**config.mk**
```make
export PLATFORM = sky130hd
export DESIGN_NAME = mux4_rr_arbiter
export DESIGN_NICKNAME = d
export VERILOG_FILES = /design/src/rtl/mux_arb_pkg.sv /design/src/rtl/rr_pick4.sv /design/src/rtl/mux4_rr_arbiter.sv
export SDC_FILE = /design/constraint.sdc
export NUM_CORES = 1
export LEC_CHECK = 0
export CORE_UTILIZATION = 45
export CTS_BUF_LIST = sky130_fd_sc_hd__clkbuf_16
export DETAILED_ROUTE_END_ITERATION = 16
export DONT_BUFFER_PORTS = 1
export PLACE_DENSITY = 0.64
export SETUP_SLACK_MARGIN = 0.1
export SLEW_MARGIN = 25
export SYNTH_ARGS = -nofsm -noshare
export SYNTH_HDL_FRONTEND = slang
export SYNTH_SLANG_ARGS = --single-unit
```
**constraint.sdc**
```tcl
create_clock -name clk -period 1.5 [get_ports clk]
set_input_delay 0.15 -clock clk [delete_from_list [all_inputs] [get_ports clk]]
set_output_delay 0.15 -clock clk [all_outputs]
set_load 0.02 [all_outputs]
```
**src/rtl/mux_arb_pkg.sv**
```systemverilog
// ============================================================================
//  Module : mux_arb_pkg
//  Brief  : Shared types and constants for the MUX4x1 round-robin arbiter.
//  Rev    : 1.0  initial release
// ============================================================================
`default_nettype none

package mux_arb_pkg;

    typedef enum logic [1:0] {
        IDLE  = 2'd0,
        GRANT = 2'd1,
        TURN  = 2'd2
    } arb_state_t;

    localparam int NUM_REQ = 4;
    localparam int SEL_W   = 2;

endpackage

`default_nettype wire

```
**src/rtl/rr_pick4.sv**
```systemverilog
// ============================================================================
//  Module : rr_pick4
//  Brief  : Combinational round-robin picker; first set req after 'last'.
//  Rev    : 1.0  initial release
// ============================================================================
`default_nettype none

module rr_pick4
    import mux_arb_pkg::*;
(
    input  logic [NUM_REQ-1:0] req,
    input  logic [SEL_W-1:0]   last,
    output logic               found,
    output logic [SEL_W-1:0]   idx
);

    logic [SEL_W-1:0] w_pos;

    // Walk from the lowest priority slot back to the highest so the
    // highest-priority set bit is the final one written.
    always_comb begin
        found = 1'b0;
        idx   = last;
        w_pos = last;
        for (int i = NUM_REQ - 1; i >= 0; i--) begin
            w_pos = last + SEL_W'(i) + 2'd1;
            if (req[w_pos]) begin
                found = 1'b1;
                idx   = w_pos;
            end
        end
    end

endmodule

`default_nettype wire

```
**src/rtl/mux4_rr_arbiter.sv**
```systemverilog
// ============================================================================
//  Module : mux4_rr_arbiter
//  Brief  : Round-robin arbiter sharing a MUX4x1 between four requesters.
//  Rev    : 1.0  initial release
// ============================================================================
`default_nettype none

module mux4_rr_arbiter
    import mux_arb_pkg::*;
#(
    parameter int MAX_HOLD = 8,
    parameter int CNT_W    = (MAX_HOLD > 0) ? $clog2(MAX_HOLD + 1) : 1
) (
    input  logic               clk,
    input  logic               rst_n,
    input  logic [NUM_REQ-1:0] req,
    output logic [NUM_REQ-1:0] gnt,
    output logic [SEL_W-1:0]   sel,
    output logic               busy,
    output logic               timeout
);

    localparam logic [CNT_W-1:0] c_hold_max  = CNT_W'(MAX_HOLD);
    localparam logic [CNT_W-1:0] c_hold_last = CNT_W'((MAX_HOLD > 0) ? MAX_HOLD - 1 : 0);

    arb_state_t         r_state, w_state_nxt;
    logic [NUM_REQ-1:0] r_gnt,   w_gnt_nxt;
    logic [SEL_W-1:0]   r_sel,   w_sel_nxt;
    logic [SEL_W-1:0]   r_last,  w_last_nxt;
    logic [CNT_W-1:0]   r_cnt,   w_cnt_nxt;
    logic               r_busy;
    logic               r_timeout, w_timeout_nxt;
    logic               w_found;
    logic [SEL_W-1:0]   w_idx;

    rr_pick4 u_pick (
        .req   (req),
        .last  (r_last),
        .found (w_found),
        .idx   (w_idx)
    );

    always_comb begin
        w_state_nxt   = r_state;
        w_gnt_nxt     = r_gnt;
        w_sel_nxt     = r_sel;
        w_last_nxt    = r_last;
        w_cnt_nxt     = r_cnt;
        w_timeout_nxt = 1'b0;
        case (r_state)
            IDLE, TURN: begin
                if (w_found) begin
                    w_gnt_nxt   = NUM_REQ'(1) << w_idx;
                    w_sel_nxt   = w_idx;
                    w_last_nxt  = w_idx;
                    w_cnt_nxt   = '0;
                    w_state_nxt = GRANT;
                end else begin
                    w_gnt_nxt   = '0;
                    w_state_nxt = IDLE;
                end
            end
            GRANT: begin
                if (r_cnt != c_hold_max) begin
                    w_cnt_nxt = r_cnt + 1'b1;
                end
                // Owner release is checked first so it wins over pre-emption.
                if (!req[r_sel]) begin
                    w_gnt_nxt   = '0;
                    w_state_nxt = TURN;
                end else if ((MAX_HOLD != 0) && (r_cnt == c_hold_last) && (|(req & ~r_gnt))) begin
                    w_timeout_nxt = 1'b1;
                    w_gnt_nxt     = '0;
                    w_state_nxt   = TURN;
                end
            end
            default: begin
                w_gnt_nxt   = '0;
                w_state_nxt = IDLE;
            end
        endcase
    end

    always_ff @(posedge clk) begin
        if (!rst_n) begin
            r_state   <= IDLE;
            r_gnt     <= '0;
            r_sel     <= '0;
            r_last    <= SEL_W'(NUM_REQ - 1);
            r_cnt     <= '0;
            r_busy    <= 1'b0;
            r_timeout <= 1'b0;
        end else begin
            r_state   <= w_state_nxt;
            r_gnt     <= w_gnt_nxt;
            r_sel     <= w_sel_nxt;
            r_last    <= w_last_nxt;
            r_cnt     <= w_cnt_nxt;
            r_busy    <= |w_gnt_nxt;
            r_timeout <= w_timeout_nxt;
        end
    end

    assign gnt     = r_gnt;
    assign sel     = r_sel;
    assign busy    = r_busy;
    assign timeout = r_timeout;

endmodule

`default_nettype wire

```
==> flow_summary.yaml <==
sta:
  worst_pin_slew_ns: 0.355
  finalHoldViolCount: 0
  setup_violations: 0
  max-slew-margin-rel: 0.763
  timing.final.crit_share: 0.946
  fmax_mhz: 704
  drv_slew: 0
  totalNegativeSetupSlack_ns: 0
  clock_skew_ns: 0.00227
  grt_setup_unrepaired: "true"
  period_needed_ns: 1.42
synth:
  synth_area_um2: 821
  synthMuxAreaShare: 0.0396
  yosys_warnings: 0
  avgSynthCellArea_um2: 8.55
  synth_fa_ha_area_frac: 0.0305
  synth_seq_cells: 16
  ys_types: 34
  synthXorXnorAreaFrac: 0
  synthSimpleGateAreaFrac: 0.277
  synth_top_family_by_area: "simple AND/OR/NAND/NOR gates"
  yosys_most_used_dff: "dfxtp_1"
  syn_nets: 104
  seq_area_frac_synth: 0.390
  synth-edff-count: 0
  synth_compound_area_frac: 0.229
  ys_async_sr_fraction: 0
  syn_inst: 96
layout:
  fin_cells: 133
  final_layout_size_suffix_gt1_frac: 0.259
  layout.nets: 117
  area_delta_synth_final_pct: 27.0
  diodes: 0
global_route:
  grt_max_degree: 15
  grt_pass1_wl_um: 3080
  gr-total-overflow: 0
  grt_util_all_layers: 0.217
  grt_antenna_before_repair: 0
  grt_pass1_vias: 669
pwr:
  power_frac_comb: 0.201
  peakVddDrop_mv: 0.754
  powerDensity_nw_per_um2: 1230
  p_sw_mw: 0.341
  p_clk_frac: 0.405
  pwr-share-seq: 0.394
  p_int_mw: 0.936
  p_leak_nw: 0.405
  swShare: 0.267
  power_mw: 1.28
worst_setup_path:
  crit_required_ns: 1.63
  cp.arrival_ns: 1.55
  crit_type: "reg2reg"
  startpoint_type: "register"
  end_kind: "register"
  cp_max_fo: 6
clock_tree:
  cts.sinks: 16
  root_buffer: "clkbuf_16"
  insertion_delay_ns: 0.25
  cts_max_level: 1
  cts.path.max_buffers: 2
  path_clk_slew_ns: 0.05
  tritoncts: "done"
  cts_made_buffers: 3
place:
  dpl.hpwl_um: 1240
  dp_cells: 127
  port_buffers: 0
  place_congestion: 0.796
job:
  cap_violations: 0
floorplan:
  io_pins: 14
  core_um2: 1730
  start_util: 0.475
  die-area_um2: 2000
  die_x_um: 44.7
  row_count: 15
  die_h_um: 44.7
drt:
  wire_per_inst_um: 13.6
  finalWirelength_um: 1810
  drtIter0Drc: 19
  first_pass_iters: 4
  ant_nets: 0
  drc: 0
  vias: 691
  vias_per_cell: 5.20
worst_hold_path:
  hold_class: "in2reg"
status:
  status: "complete, no violations"
==> power groups by stage <==
stage	Clock (mW)	Sequential (mW)	Combinational, mW
6_report	0.518	0.503	0.257
2_1_floorplan	0	0.520	0.158
5_1_grt	0.556	0.507	0.285
3_3_place_gp	0	0.505	0.234
4_1_cts	0.532	0.499	0.249
3_5_place_dp	0	0.507	0.237
==> critical path, stage by stage (launching register included) <==
cell and delay, ns:
dfxtp_4 0.35, mux4_2 0.52, inv_2 0.10, a211oi_4 0.06, a22oi_1 0.22, nor2b_1 0.07
==> logic make-up after synthesis <==
family	count (synthesis)
adders and majority gates	2
and+or+nand+nor	45
muxes	2
AOI/OAI and AO/OA	24
DFF	16
buffers and inverters	7
==> cell usage in the layout (no fill, tap or decap), types with 3 or more instances in the layout <==
cell type	Yosys	final
dfxtp_1	16	12
nand2_1	11	11
nor2_1	12	11
buf_4	0	9
nor2b_1	6	6
a21oi_1	5	5
inv_1	4	4
nand2b_1	4	4
and2_1	3	3
clkbuf_16	0	3
==> metrics by stage <==
step	util	area (um^2)	setup slack, ns	hold slack (ns)
CTS	0.581	1000	0.0840	0.0267
finish	0.604	1040	0.0803	0.0331
global route	0.604	1040	0.0354	0.0326
floorplan	-	825	0.0935	0.278
global placement	0.525	907	0.0893	0.226
detailed placement	0.525	907	0.0395	0.228
==> Yosys cell counts (2+ instances only) <==
cell	number	area, um^2
dfxtp_1	16	320
nor2_1	12	45.0
nand2_1	11	41.3
nor2b_1	6	37.5
a21oi_1	5	25.0
inv_1	4	15.0
nand2b_1	4	25.0
and2_1	3	18.8
a21boi_1	2	15.0
a21o_1	2	15.0
a31oi_1	2	12.5
ha_1	2	25.0
nand3_1	2	10.0
nor3_1	2	10.0
o21ai_0	2	10.0
o21ai_1	2	10.0
or2b_2	2	17.5
==> area by class of cell <==
| class | instances | area, um^2 |
|---|---|---|
| Sequential cell | 16 | 330 |
| Clock inverter | 1 | 3.75 |
| Multi-Input combinational cell | 73 | 505 |
| Inverter | 5 | 18.8 |
| Clock buffer | 3 | 75.1 |
| Tap cell | 25 | 31.3 |
| Fill cell | 153 | 684 |
| Timing Repair Buffer | 10 | 77.6 |
==> flip-flops by register name, indices dropped and copies added, names as in the netlist <==
signal and count:
r_state 2, busy 1, r_cnt 4, sel 2, timeout 1, r_last 2
gnt 4
==> repair_timing <==
item                                    in CTS  in global routing
pin swaps                                    5                  4
setup buffers                                1                  0
resized for setup                            0                 10
hold endpoints to repair                     2                  0
hold buffers                                 1                  0
endpoints found under the setup margin       7                 11
==> final timing paths <==
| kind | start | end | slack (ns) | cells after the start |
|---|---|---|---|---|
| max | sel[0]$_SDFFE_PN0P_ | gnt[0]$_SDFF_PN0_ | 0.08 | 5 |
| min | rst_n | r_state[0]$_SDFFE_PN0P_ | 0.03 | 1 |
| max reg2reg | sel[0]$_SDFFE_PN0P_ | gnt[0]$_SDFF_PN0_ | 0.08 | 5 |
| min reg2reg | r_last[1]$_SDFFE_PN1P_ | r_last[1]$_SDFFE_PN1P_ | 0.53 | 2 |
==> per-layer routing <==
metal | part of all wire | GRT usage | vias to the layer above
li1 | - | - | 356
met1 | 0.44 | 0.283 | 307
met2 | 0.48 | 0.326 | 26
met3 | 0.071 | 0.0840 | 2
met4 | 0.0055 | 0.0788 | 0
met5 | 0 | 0 | -
Note: power is estimated with default switching activity, not from simulation.
